===== src/rtl/wb_stage_pkg.sv =====
// Shared types for the writeback stage: FIFO entry layout, load sizes,
// FIFO occupancy states and the "does this entry write the RF" helper.
// Entry fields are sized for the widest supported configuration
// (64-bit data, up to 8-bit register address); narrower instances
// zero-extend into them.
package wb_stage_pkg;

    localparam int unsigned WB_DATA_MAX = 64;
    localparam int unsigned WB_RD_MAX   = 8;

    typedef enum logic [1:0] {
        LD_B = 2'd0,
        LD_H = 2'd1,
        LD_W = 2'd2,
        LD_D = 2'd3
    } ld_size_e;

    typedef enum logic [1:0] {
        EMPTY = 2'd0,
        ONE   = 2'd1,
        FULL  = 2'd2
    } fifo_state_e;

    typedef struct packed {
        logic [WB_RD_MAX-1:0]   rd;
        logic                   rd_wen;
        logic [WB_DATA_MAX-1:0] data;
        logic                   is_load;
        ld_size_e               ld_size;
        logic                   ld_unsigned;
        logic [2:0]             ld_off;
        logic                   exc;
    } wb_entry_t;

    // An entry writes the register file only when it asks to, did not
    // trap, and does not target the hard-wired zero register.
    function automatic logic entry_writes(input wb_entry_t e);
        return e.rd_wen && !e.exc && (e.rd != {WB_RD_MAX{1'b0}});
    endfunction

endpackage


===== src/rtl/wb_load_align.sv =====
// Combinational load formatter: shifts the raw word down by the byte
// offset, keeps 8/16/32/64 bits and sign- or zero-extends to XLEN.
// For XLEN=32 a dword request is treated as a word and the offset wraps
// modulo 4.
module wb_load_align
    import wb_stage_pkg::*;
#(
    parameter int unsigned XLEN = 32
) (
    input  logic [XLEN-1:0] data_i,
    input  logic [1:0]      size_i,
    input  logic            unsigned_i,
    input  logic [2:0]      off_i,
    output logic [XLEN-1:0] data_o
);

    logic [2:0]      off_eff_s;
    logic [5:0]      shamt_s;
    logic [XLEN-1:0] shifted_s;
    logic [XLEN-1:0] mask_s;
    logic            sign_s;
    ld_size_e        size_eff_s;

    // Offset/size normalisation for the configured width, then shift.
    always_comb begin
        if (XLEN == 32) begin
            off_eff_s  = {1'b0, off_i[1:0]};
            size_eff_s = (ld_size_e'(size_i) == LD_D) ? LD_W : ld_size_e'(size_i);
        end else begin
            off_eff_s  = off_i;
            size_eff_s = ld_size_e'(size_i);
        end
        shamt_s   = {off_eff_s, 3'b000};
        shifted_s = data_i >> shamt_s;
    end

    // Select the kept bits and the extension bit, then merge the fill.
    always_comb begin
        case (size_eff_s)
            LD_B: begin
                mask_s = XLEN'(8'hFF);
                sign_s = shifted_s[7];
            end
            LD_H: begin
                mask_s = XLEN'(16'hFFFF);
                sign_s = shifted_s[15];
            end
            LD_W: begin
                mask_s = XLEN'(32'hFFFF_FFFF);
                sign_s = shifted_s[31];
            end
            default: begin
                mask_s = {XLEN{1'b1}};
                sign_s = shifted_s[XLEN-1];
            end
        endcase
        if (sign_s && !unsigned_i) begin
            data_o = (shifted_s & mask_s) | ~mask_s;
        end else begin
            data_o = shifted_s & mask_s;
        end
    end

endmodule


===== src/rtl/writeback_stage.sv =====
// Writeback stage: 2-entry FIFO from the memory stage, load formatting on
// the head entry, single register-file write port, retire counter and
// trap pulse for excepting instructions.
// Optional: define WB_FWD_EN to add the execute-stage bypass outputs
// fwd_valid/fwd_rd/fwd_data and the fwd_pend pending-write flag.
module writeback_stage
    import wb_stage_pkg::*;
#(
    parameter int unsigned XLEN  = 32,
    parameter int unsigned RF_AW = 5,
    parameter int unsigned CNT_W = 32
) (
    input  logic             clk,
    input  logic             rst_n,
    input  logic             in_valid,
    output logic             in_ready,
    input  logic [RF_AW-1:0] in_rd,
    input  logic             in_rd_wen,
    input  logic [XLEN-1:0]  in_data,
    input  logic             in_is_load,
    input  logic [1:0]       in_ld_size,
    input  logic             in_ld_unsigned,
    input  logic [2:0]       in_ld_off,
    input  logic             in_exc,
    output logic             rf_wen,
    output logic [RF_AW-1:0] rf_waddr,
    output logic [XLEN-1:0]  rf_wdata,
    input  logic             rf_ready,
    output logic             trap_o,
`ifdef WB_FWD_EN
    output logic             fwd_valid,
    output logic [RF_AW-1:0] fwd_rd,
    output logic [XLEN-1:0]  fwd_data,
    output logic             fwd_pend,
`endif
    output logic [CNT_W-1:0] retire_cnt
);

    fifo_state_e      state_q, state_d;
    wb_entry_t        slot0_q, slot0_d;   // head
    wb_entry_t        slot1_q, slot1_d;   // second
    logic [CNT_W-1:0] cnt_q, cnt_d;

    wb_entry_t        new_s;
    logic             push_s;
    logic             pop_s;
    logic             head_valid_s;
    logic             head_writes_s;
    logic [XLEN-1:0]  head_raw_s;
    logic [XLEN-1:0]  head_aligned_s;
    logic [XLEN-1:0]  head_fmt_s;

    // Pack the incoming beat into the shared entry layout.
    always_comb begin
        new_s             = '0;
        new_s.rd          = WB_RD_MAX'(in_rd);
        new_s.rd_wen      = in_rd_wen;
        new_s.data        = WB_DATA_MAX'(in_data);
        new_s.is_load     = in_is_load;
        new_s.ld_size     = ld_size_e'(in_ld_size);
        new_s.ld_unsigned = in_ld_unsigned;
        new_s.ld_off      = in_ld_off;
        new_s.exc         = in_exc;
    end

    // in_ready depends on registered occupancy only; no path from rf_ready.
    assign in_ready      = (state_q != FULL);
    assign push_s        = in_valid && in_ready;
    assign head_valid_s  = (state_q != EMPTY);
    assign head_writes_s = entry_writes(slot0_q);
    // Non-writing heads (x0, no rd_wen, exception) never wait on the port.
    assign pop_s         = head_valid_s && (rf_ready || !head_writes_s);
    assign head_raw_s    = slot0_q.data[XLEN-1:0];

    wb_load_align #(
        .XLEN(XLEN)
    ) u_align (
        .data_i     (head_raw_s),
        .size_i     (slot0_q.ld_size),
        .unsigned_i (slot0_q.ld_unsigned),
        .off_i      (slot0_q.ld_off),
        .data_o     (head_aligned_s)
    );

    // Head-driven register-file port; address/data forced to 0 when idle.
    always_comb begin
        head_fmt_s = slot0_q.is_load ? head_aligned_s : head_raw_s;
        rf_wen     = head_valid_s && head_writes_s;
        if (rf_wen) begin
            rf_waddr = slot0_q.rd[RF_AW-1:0];
            rf_wdata = head_fmt_s;
        end else begin
            rf_waddr = {RF_AW{1'b0}};
            rf_wdata = {XLEN{1'b0}};
        end
        trap_o = pop_s && slot0_q.exc;
    end

    // FIFO occupancy and slot movement; no bypass around a stalled head.
    always_comb begin
        state_d = state_q;
        slot0_d = slot0_q;
        slot1_d = slot1_q;
        case (state_q)
            EMPTY: begin
                if (push_s) begin
                    slot0_d = new_s;
                    state_d = ONE;
                end else begin
                    state_d = EMPTY;
                end
            end
            ONE: begin
                if (push_s && pop_s) begin
                    slot0_d = new_s;
                    state_d = ONE;
                end else if (push_s) begin
                    slot1_d = new_s;
                    state_d = FULL;
                end else if (pop_s) begin
                    state_d = EMPTY;
                end else begin
                    state_d = ONE;
                end
            end
            FULL: begin
                if (pop_s) begin
                    slot0_d = slot1_q;
                    state_d = ONE;
                end else begin
                    state_d = FULL;
                end
            end
            default: begin
                state_d = EMPTY;
            end
        endcase
    end

    // Retire counter: every non-excepting pop counts, wrapping naturally.
    always_comb begin
        if (pop_s && !slot0_q.exc) begin
            cnt_d = cnt_q + CNT_W'(1);
        end else begin
            cnt_d = cnt_q;
        end
    end

    // State registers; reset discards any entries in flight.
    always_ff @(posedge clk or negedge rst_n) begin
        if (!rst_n) begin
            state_q <= EMPTY;
            slot0_q <= '0;
            slot1_q <= '0;
            cnt_q   <= {CNT_W{1'b0}};
        end else begin
            state_q <= state_d;
            slot0_q <= slot0_d;
            slot1_q <= slot1_d;
            cnt_q   <= cnt_d;
        end
    end

    assign retire_cnt = cnt_q;

`ifdef WB_FWD_EN
    assign fwd_valid = rf_wen;
    assign fwd_rd    = rf_waddr;
    assign fwd_data  = rf_wdata;
    assign fwd_pend  = (head_valid_s && entry_writes(slot0_q)) ||
                       ((state_q == FULL) && entry_writes(slot1_q));
`endif

endmodule


===== config.mk =====
export PLATFORM = sky130hd
export DESIGN_NAME = writeback_stage
export DESIGN_NICKNAME = d
export VERILOG_FILES = /design/src/rtl/wb_stage_pkg.sv /design/src/rtl/wb_load_align.sv /design/src/rtl/writeback_stage.sv
export SDC_FILE = /design/constraint.sdc
export NUM_CORES = 1
export LEC_CHECK = 0
export ABC_CLOCK_PERIOD_IN_PS = 3220
export BUFFER_PORTS_ARGS = -buffer_cell sky130_fd_sc_hd__clkbuf_2
export CORE_MARGIN = 3
export CORE_UTILIZATION = 50
export CTS_CLUSTER_DIAMETER = 30
export DETAILED_ROUTE_END_ITERATION = 8
export PLACE_DENSITY_LB_ADDON = 0.08
export RECOVER_POWER = 50
export SETUP_SLACK_MARGIN = 0.15
export SLEW_MARGIN = 20
export SYNTH_ARGS = -nofsm -noshare
export SYNTH_HDL_FRONTEND = slang
export SYNTH_HIERARCHICAL = 1
export SYNTH_SLANG_ARGS = --single-unit
export TNS_END_PERCENT = 5

===== constraint.sdc =====
create_clock -name clk -period 3.22 [get_ports clk]
set_input_delay 0.644 -clock clk [delete_from_list [all_inputs] [get_ports clk]]
set_output_delay 0.644 -clock clk [all_outputs]
set_load 0.01 [all_outputs]

==> impl_metrics.ini, run 1 <==
[timing]
setup_viol_count_final = 0
fin_crit_ps = 3028
whs_ps = 422.5
max_freq_mhz = 330.3
fin_crit_sh = 0.9402
finalHoldViolations = 0
rsz0062_at_grt = yes
finClkSkew_ps = 8.049
finalMaxSlewViolations = 71
fin_tns_setup_ps = 0
relSlewSlack = -0.05361
fin_ws_ps = 192.5
tightest_slew_ps = 1580

[worst_setup_path]
cpMaxStageDelayCell = dfrtp_1
worstSetupPathType = flip-flop to output port
arrival_ps = 2380
cp_cell_sequence = buf_4 -> mux2i_1 -> nor2_1 -> a211oi_1 -> nor2_1 -> mux2i_1 -> nor2_1 -> clkbuf_2
cp_top_family = buffers and inverters
worstPathMaxFanout = 31
worst_ep_required_time_ps = 2580
cp-start-kind = flip-flop
slowest_delay_ps = 510
worst-path-buf-inv = 2
cp_common_cell = nor2_1
cp-end-kind = output port

[status]
outcome = finished, violations left
violations = max-capacitance violations, max-slew violations

[drt]
first_pass_iters = 5
drt-initial-drc-count = 407
ant_nets = 0
post_drt_wl_per_cell_um = 16.62
vias = 5341
routed_wl_um = 16270
drc_errors = 0
vias_per_cell = 5.456

[cts]
cts_tree = yes
clock-sinks = 124
cts-root-buf = clkbuf_16
holdBufCountCts = 0
cts_buffers = 17
clk_pin_slew_ps = 60
ctsHtreeMaxLevel = 4
cts_buffer_depth = 2
clk_latency_ps = 410

[yosys]
syn_area_mm2 = 0.006560
yosys_warnings = 6
syn_nets = 739
avgSynthCellArea_um2 = 9.563
netlist_instances = 686

[die]
die_w_um = 120.5
design.core.area_mm2 = 0.01272
chipHeight_um = 120.5
dieArea_mm2 = 0.01453
num_rows = 41
io-pin-count = 122
initial_core_util = 0.5156

[final_layout]
antenna_cells = 0
area_delta_synth_final_pct = 19.09
postLayoutCoreUtil = 0.6141
final_nets = 847
fill_cells = 1161
drive_gt1_frac = 0.2392
stdcell_count = 979

[run]
cap_violations = 1

[placement]
port-buffer-count = 120
routabilityCongestion = 0.8357
dpl_worst_slack_ps = 434.9
dp.cells = 945
dpl.hpwl_um = 10930

[pwr]
power_density_mw_per_mm2 = 1017
p_switching_mw = 3.181
swShare = 0.4005
clockPowerShare = 0.219
peakVddDrop_mv = 0.5001
comb_power_share = 0.427
p_seq_frac = 0.354
p_leak_nw = 3.690
intPower_mw = 4.762

[global_route]
grt_overflow_total = 0
grt_pass1_wl_um = 26340
grt_pass1_vias = 5173
antenna_found_initial = 0
grt_usage = 0.2303
grt_max_degree = 88

[min_path]
worstHoldPathType = input pin to asynchronous set/reset pin
-- layout make-up --
class                      count  area, um^2  area share
multi-input combinational    511        3256      0.4167
sequential                   124        3103      0.3972
timing repair buffer         136       685.7     0.08776
clock buffer                  21       440.4     0.05637
tap                          172       215.2     0.02755
clock inverter                11       97.59     0.01249
inverter                       4       15.01    0.001922
-- flip-flops by register name, summed over array words and instances (netlist names) --
name,cells
slot1_q,45
retire_cnt,32
state_q,2
head_raw_s,32
slot0_q,13
-- per-stage QoR --
step                      power, mW  cell area, um^2
after floorplan               5.222             6560
after global placement        6.052             7320
after detailed placement      6.196             7320
after CTS                     7.966             7858
after global routing          8.502             7812
final                         7.943             7812
-- cells in the final DEF (no fill, tap or decap), drive strengths merged, types with 3 or more instances in the layout --
cell type	instances
nand3	7
o21ai	9
nor2	102
and3	10
mux2	45
nand2b	4
nand2	123
xnor2	24
a21oi	8
ha	3
a211oi	15
clkbuf	142
and2	6
buf	15
a31oi	44
nand4	14
nor3	7
clkinv	6
nor2b	10
dfrtp	124
clkinvlp	4
mux2i	54
and4	3
inv	4
xor2	7
-- metal layers --
metal | global-route usage | wire, um | part of all wire
met5 | 0 | 0 | 0
met4 | 0.07932 | 261 | 0.016
met3 | 0.04864 | 891 | 0.055
met2 | 0.3489 | 7358 | 0.45
met1 | 0.3307 | 7763 | 0.48
-- worst paths after layout --
path / start / endpoint / slack, ps / depth (start not counted)
max: slot0_q[1]$_DFFE_PN0P_ / rf_wdata[14] / 190 / 8
min: rst_n / retire_cnt[24]$_DFFE_PN0P_ / 420 / 1
max reg2reg: slot0_q[75]$_DFFE_PN0P_ / head_raw_s[25]$_DFFE_PN0P_ / 430 / 11
min reg2reg: retire_cnt[31]$_DFFE_PN0P_ / retire_cnt[31]$_DFFE_PN0P_ / 470 / 1
max in group asynchronous: rst_n / slot1_q[0]$_DFFE_PN0P_ / 640 / 2
min in group clk: retire_cnt[31]$_DFFE_PN0P_ / retire_cnt[31]$_DFFE_PN0P_ / 470 / 1
-- worst reg2reg max path: stages, from the launching register on --
cell      delay [ps]
dfrtp_1          400
nor3_1           380
a211oi_1         170
or2_2            330
inv_1             70
ha_1             140
nand2b_1          60
a21oi_1          300
a21boi_4         260
buf_12           340
nor2_1           100
a31oi_1          170
-- power groups by stage --
| stage | sequential, mW | combinational [mW] | clock (mW) |
|---|---|---|---|
| final | 2.81 | 3.39 | 1.74 |
| after global routing | 2.90 | 3.75 | 1.85 |
| after floorplan | 2.57 | 2.65 | 0 |
| after CTS | 2.80 | 3.39 | 1.77 |
| after detailed placement | 2.83 | 3.37 | 0 |
| after global placement | 2.78 | 3.27 | 0 |
-- repair_timing --
action,CTS,global route
setup buffers,0,2
resized for setup,0,1
setup endpoints to repair,0,19
endpoints found under the hold margin,0,0
Power figures use the tool's default switching activity.
==> run 2, diff against run 1 <==
--- a/config.mk
+++ b/config.mk
@@ -6,11 +6,11 @@
 export NUM_CORES = 1
 export LEC_CHECK = 0
 export ABC_CLOCK_PERIOD_IN_PS = 3220
-export BUFFER_PORTS_ARGS = -buffer_cell sky130_fd_sc_hd__clkbuf_2
 export CORE_MARGIN = 3
 export CORE_UTILIZATION = 50
 export CTS_CLUSTER_DIAMETER = 30
 export DETAILED_ROUTE_END_ITERATION = 8
+export DONT_BUFFER_PORTS = 1
 export PLACE_DENSITY_LB_ADDON = 0.08
 export RECOVER_POWER = 50
 export SETUP_SLACK_MARGIN = 0.15
==> constraint.sdc (replaced) <==
create_clock -name clk -period 3.22 [get_ports clk]
set_input_delay 0.644 -clock clk [delete_from_list [all_inputs] [get_ports clk]]
set_output_delay 0.644 -clock clk [all_outputs]
set_load 0.02 [all_outputs]
==> impl_metrics.ini, run 2 (synthesis gave the netlist of run 1 again) <==
[final_layout]
final_nets = 734
stdcell_count = 864
most-common-layout-cells = dfrtp_1 (124), nand2_1 (123), nor2_1 (102)
largest-register = slot1_q
fill_cells = 1184
final_common_cell = dfrtp_1
area_delta_synth_final_pct = 11.92
seqCellArea_mm2 = 0.003103
drive_gt1_frac = 0.1633
multi_input_area_mm2 = 0.003264
largest_reg_flops = 45
antenna_cells = 0

[die]
initial_core_util = 0.5156
num_rows = 41
io-pin-count = 122
design.core.area_mm2 = 0.01272
die_w_um = 120.5
chipHeight_um = 120.5
dieArea_mm2 = 0.01453

[pwr]
peakVddDrop_mv = 0.6782
power_density_mw_per_mm2 = 1091
total_power_mw = 8.011
p_leak_nw = 3.364

[timing]
finalHoldViolations = 124
fin_tns_setup_ps = 0
finalMaxSlewViolations = 0
rsz0062_at_grt = yes
relSlewSlack = 0.4409
finClkSkew_ps = 5.181
fin_crit_ps = 3040
tightest_slew_ps = 831.8
max_freq_mhz = 328.9
whs_ps = -73.90
fin_crit_sh = 0.9442
setup_viol_count_final = 0

[cts]
ctsHtreeMaxLevel = 4
clk_pin_slew_ps = 50
clock-sinks = 124
cts_buffer_depth = 2
cts-root-buf = clkbuf_16
cts_tree = yes
postCtsSetupRepairBufs = 0
clk_latency_ps = 410
cts_buffers = 17

[worst_setup_path]
r2r_setup_slack_ps = 440
worstSetupPathType = flip-flop to output port
worstReg2RegStart = slot0_q[75]$_DFFE_PN0P_
cp_common_cell = mux2i_1
cp_top_family = multiplexers
worst-r2r-cell-count = 11
cp_num_cells = 6
slowest_delay_ps = 520
worst-path-buf-inv = 0
cp_cell_sequence = mux2i_1 -> mux2i_1 -> o211ai_4 -> o21ai_0 -> mux2i_1 -> nor2_1
r2r_end = head_raw_s[7]$_DFFE_PN0P_
cp-start-kind = flip-flop
cpMaxStageDelayCell = dfrtp_1
cp-end-kind = output port
worst_ep_required_time_ps = 2580
arrival_ps = 2400
worstPathMaxFanout = 16

[placement]
routabilityCongestion = 0.8494
dpl.hpwl_um = 10740
port-buffer-count = 0
dp.cells = 834

[drt]
drt-initial-drc-count = 493
ant_nets = 0
first_pass_iters = 5
vias_per_cell = 5.722
vias = 4944
post_drt_wl_per_cell_um = 18.38
drc_errors = 0
routed_wl_um = 15880

[status]
violations = negative hold slack
outcome = finished, violations left

[global_route]
grt_usage = 0.2248
antenna_found_initial = 0
grt_pass1_wl_um = 25580
grt_max_degree = 125
grt_pass1_vias = 4914
grt_overflow_total = 0

[min_path]
worstHoldPathType = input pin to asynchronous set/reset pin

[run]
cap_violations = 0
run 2: cell count changes in the layout (fill, tap and decap cells not counted), sizes merged:
| cell | change |
|---|---|
| clkinvlp | -4 |
| buf | +8 |
| clkinv | +1 |
| clkbuf | -120 |
run 2: power by group:
group / switching [mW] / leakage, nW / internal, mW
registers: 0.660 / 1.50 / 2.19
clock network: 0.649 / 0.275 / 1.10
logic: 1.93 / 1.59 / 1.47
total: 3.24 / 3.36 / 4.77
run 2: area by class of cell:
cell class / count / area share
repair buffers: 23 / 0.02744
inverters: 4 / 0.002045
well taps: 172 / 0.02931
clock inverters: 8 / 0.009373
multi-input cells: 511 / 0.4446
clock buffers: 22 / 0.06459
flip-flops and latches: 124 / 0.4226
run 2: worst max-delay path by stage:
stage / slack (ps) / to / startpoint
finish: 180 / rf_wdata[21] / slot0_q[1]$_DFFE_PN0P_
detailed placement: 380 / head_raw_s[9]$_DFFE_PN0P_ / rf_ready
floorplan: 540 / head_raw_s[16]$_DFFE_PN0P_ / state_q[1]$_DFF_PN0_
CTS: 130 / rf_wdata[8] / slot0_q[1]$_DFFE_PN0P_
global placement: 450 / head_raw_s[15]$_DFFE_PN0P_ / rf_ready
global route: 80 / rf_wdata[21] / slot0_q[1]$_DFFE_PN0P_
run 2: what timing repair did:
action                     CTS  global route
hold endpoints to repair   124           124
resized for setup            1             2
setup endpoints to repair    7            22
run 2: metrics by stage:
step / cell area (um^2) / util / setup slack, ps
final: 7342 / 0.5771 / 179.6
after global routing: 7342 / 0.5771 / 75.77
after CTS: 7336 / 0.5766 / 133.2
after detailed placement: 6784 / 0.5332 / 379.1
after global placement: 6784 / 0.5332 / 450.6
after floorplan: 6560 / - / 538.6
run 2: per-layer routing:
layer / part of all wire / GRT usage / vias to the layer above
met5: 0 / 0 / -
met4: 0.015 / 0.07011 / 0
met3: 0.077 / 0.07624 / 18
met2: 0.46 / 0.3444 / 135
met1: 0.45 / 0.3033 / 2438
li1: - / - / 2353
==> run 3, diff against run 2 <==
--- a/config.mk
+++ b/config.mk
@@ -8,6 +8,7 @@
 export ABC_CLOCK_PERIOD_IN_PS = 3220
 export CORE_MARGIN = 3
 export CORE_UTILIZATION = 50
+export CTS_BUF_LIST = sky130_fd_sc_hd__clkbuf_8
 export CTS_CLUSTER_DIAMETER = 30
 export DETAILED_ROUTE_END_ITERATION = 8
 export DONT_BUFFER_PORTS = 1
==> impl_metrics.ini, run 3 (synthesis gave the netlist of run 1 again) <==
[pwr]
peakVddDrop_mv = 0.5462
p_leak_nw = 3.285
power_density_mw_per_mm2 = 1048

[cts]
clk_latency_ps = 440
cts_buffers = 17
ctsHtreeMaxLevel = 4
cts-root-buf = clkbuf_8
cts_tree = yes
cts_buffer_depth = 2
postCtsSetupRepairBufs = 0
clock-sinks = 124
clk_pin_slew_ps = 70

[drt]
vias = 4897
drc_errors = 0
vias_per_cell = 5.668
ant_nets = 0
post_drt_wl_per_cell_um = 18.28
routed_wl_um = 15800
first_pass_iters = 6
drt-initial-drc-count = 413

[timing]
finClkSkew_ps = 8.861
tightest_slew_ps = 805.4
max_freq_mhz = 325.8
finalMaxSlewViolations = 0
fin_ws_ps = 150.8
fin_crit_sh = 0.9532
whs_ps = -100.6
rsz0062_at_grt = yes
setup_viol_count_final = 0
finalHoldViolations = 124
fin_crit_ps = 3069
relSlewSlack = 0.4586
fin_tns_setup_ps = 0

[worst_setup_path]
worst_ep_required_time_ps = 2580
worstSetupPathType = flip-flop to output port
crit_start = slot0_q[1]$_DFFE_PN0P_
worstReg2RegStart = slot0_q[75]$_DFFE_PN0P_
arrival_ps = 2430
worstPathMaxFanout = 16
cp-start-kind = flip-flop
cp-end-kind = output port

[placement]
routabilityCongestion = 0.8494
port-buffer-count = 0
dpl.hpwl_um = 10740
dpl_worst_slack_ps = 379.1

[final_layout]
final_common_cell = dfrtp_1
antenna_cells = 0
largest-register = slot1_q
most-common-layout-cells = dfrtp_1 (124), nand2_1 (123), nor2_1 (101)
area_delta_synth_final_pct = 9.041
drive_gt1_frac = 0.1647
final_nets = 734
largest_reg_flops = 45

[global_route]
grt_overflow_total = 0
grt_pass1_vias = 4881
grt_usage = 0.2242
antenna_found_initial = 0
grt_max_degree = 125
grt_pass1_wl_um = 25540

[die]
design.core.area_mm2 = 0.01272
initial_core_util = 0.5156
num_rows = 41
die_w_um = 120.5
chipHeight_um = 120.5
io-pin-count = 122
dieArea_mm2 = 0.01453

[run]
cap_violations = 0

[status]
violations = negative hold slack
outcome = finished, violations left

[min_path]
worstHoldPathType = input pin to asynchronous set/reset pin
## run 3: final timing paths
kind                                                   end  slack, ps  depth (start not counted)
worst min-delay path            retire_cnt[28]$_DFFE_PN0P_       -100                          0
worst min register to register     slot1_q[22]$_DFFE_PN0P_        510                          1
worst max-delay path                          rf_wdata[21]        150                          6
worst max register to register      slot0_q[1]$_DFFE_PN0P_        420                         11
max in group asynchronous          slot1_q[18]$_DFFE_PN0P_       3140                          0
min in group clk                    slot0_q[4]$_DFFE_PN0P_        350                          2
## run 3: through the flow
| step | power, mW | area (um^2) | hold slack (ps) | util | instances |
|---|---|---|---|---|---|
| 6_report | 7.494 | 7153 | -100.6 | 0.5623 | 864 |
| 5_1_grt | 8.057 | 7153 | -143.4 | 0.5623 | 864 |
| 4_1_cts | 7.523 | 7144 | -131.0 | 0.5616 | 864 |
| 3_5_place_dp | 6.254 | 6784 | 351.1 | 0.5332 | 834 |
| 3_3_place_gp | 6.108 | 6784 | 351.2 | 0.5332 | 834 |
| 2_1_floorplan | 5.369 | 6560 | 348.4 | - | 686 |
## run 3: power by group
group / leakage [nW] / switching (mW) / internal, mW
logic: 1.59 / 1.94 / 1.47
clock network: 0.196 / 0.590 / 0.649
registers: 1.50 / 0.657 / 2.19
total: 3.29 / 3.19 / 4.31
## run 3: metal layers
metal / vias to the layer above / GRT usage / part of all wire
li1: 2350 / - / -
met1: 2393 / 0.3063 / 0.46
met3: 16 / 0.06922 / 0.070
met2: 138 / 0.3444 / 0.46
met4: 0 / 0.06941 / 0.012
met5: - / 0 / 0
## run 3: final cells by class
class | instances | area [um^2]
clock buffer | 20 | 275.3
clock inverter | 10 | 76.32
fill | 1205 | 5569
inverter | 4 | 15.01
multi-input combinational | 511 | 3267
sequential | 124 | 3103
tap | 172 | 215.2
timing repair buffer | 23 | 201.4
## run 3: repair_timing
item | in CTS | in global routing
gates cloned | 0 | 0
endpoints found under the hold margin | 124 | 124
endpoints found under the setup margin | 14 | 26
resized for setup | 1 | 3
## run 3: worst max-delay path, cell delays in order (launching register included)
cell and delay [ps]:
dfrtp_1 520, mux2i_1 290, mux2i_1 150, o211ai_4 450
o21ai_0 160, mux2i_1 240, nor2_1 160
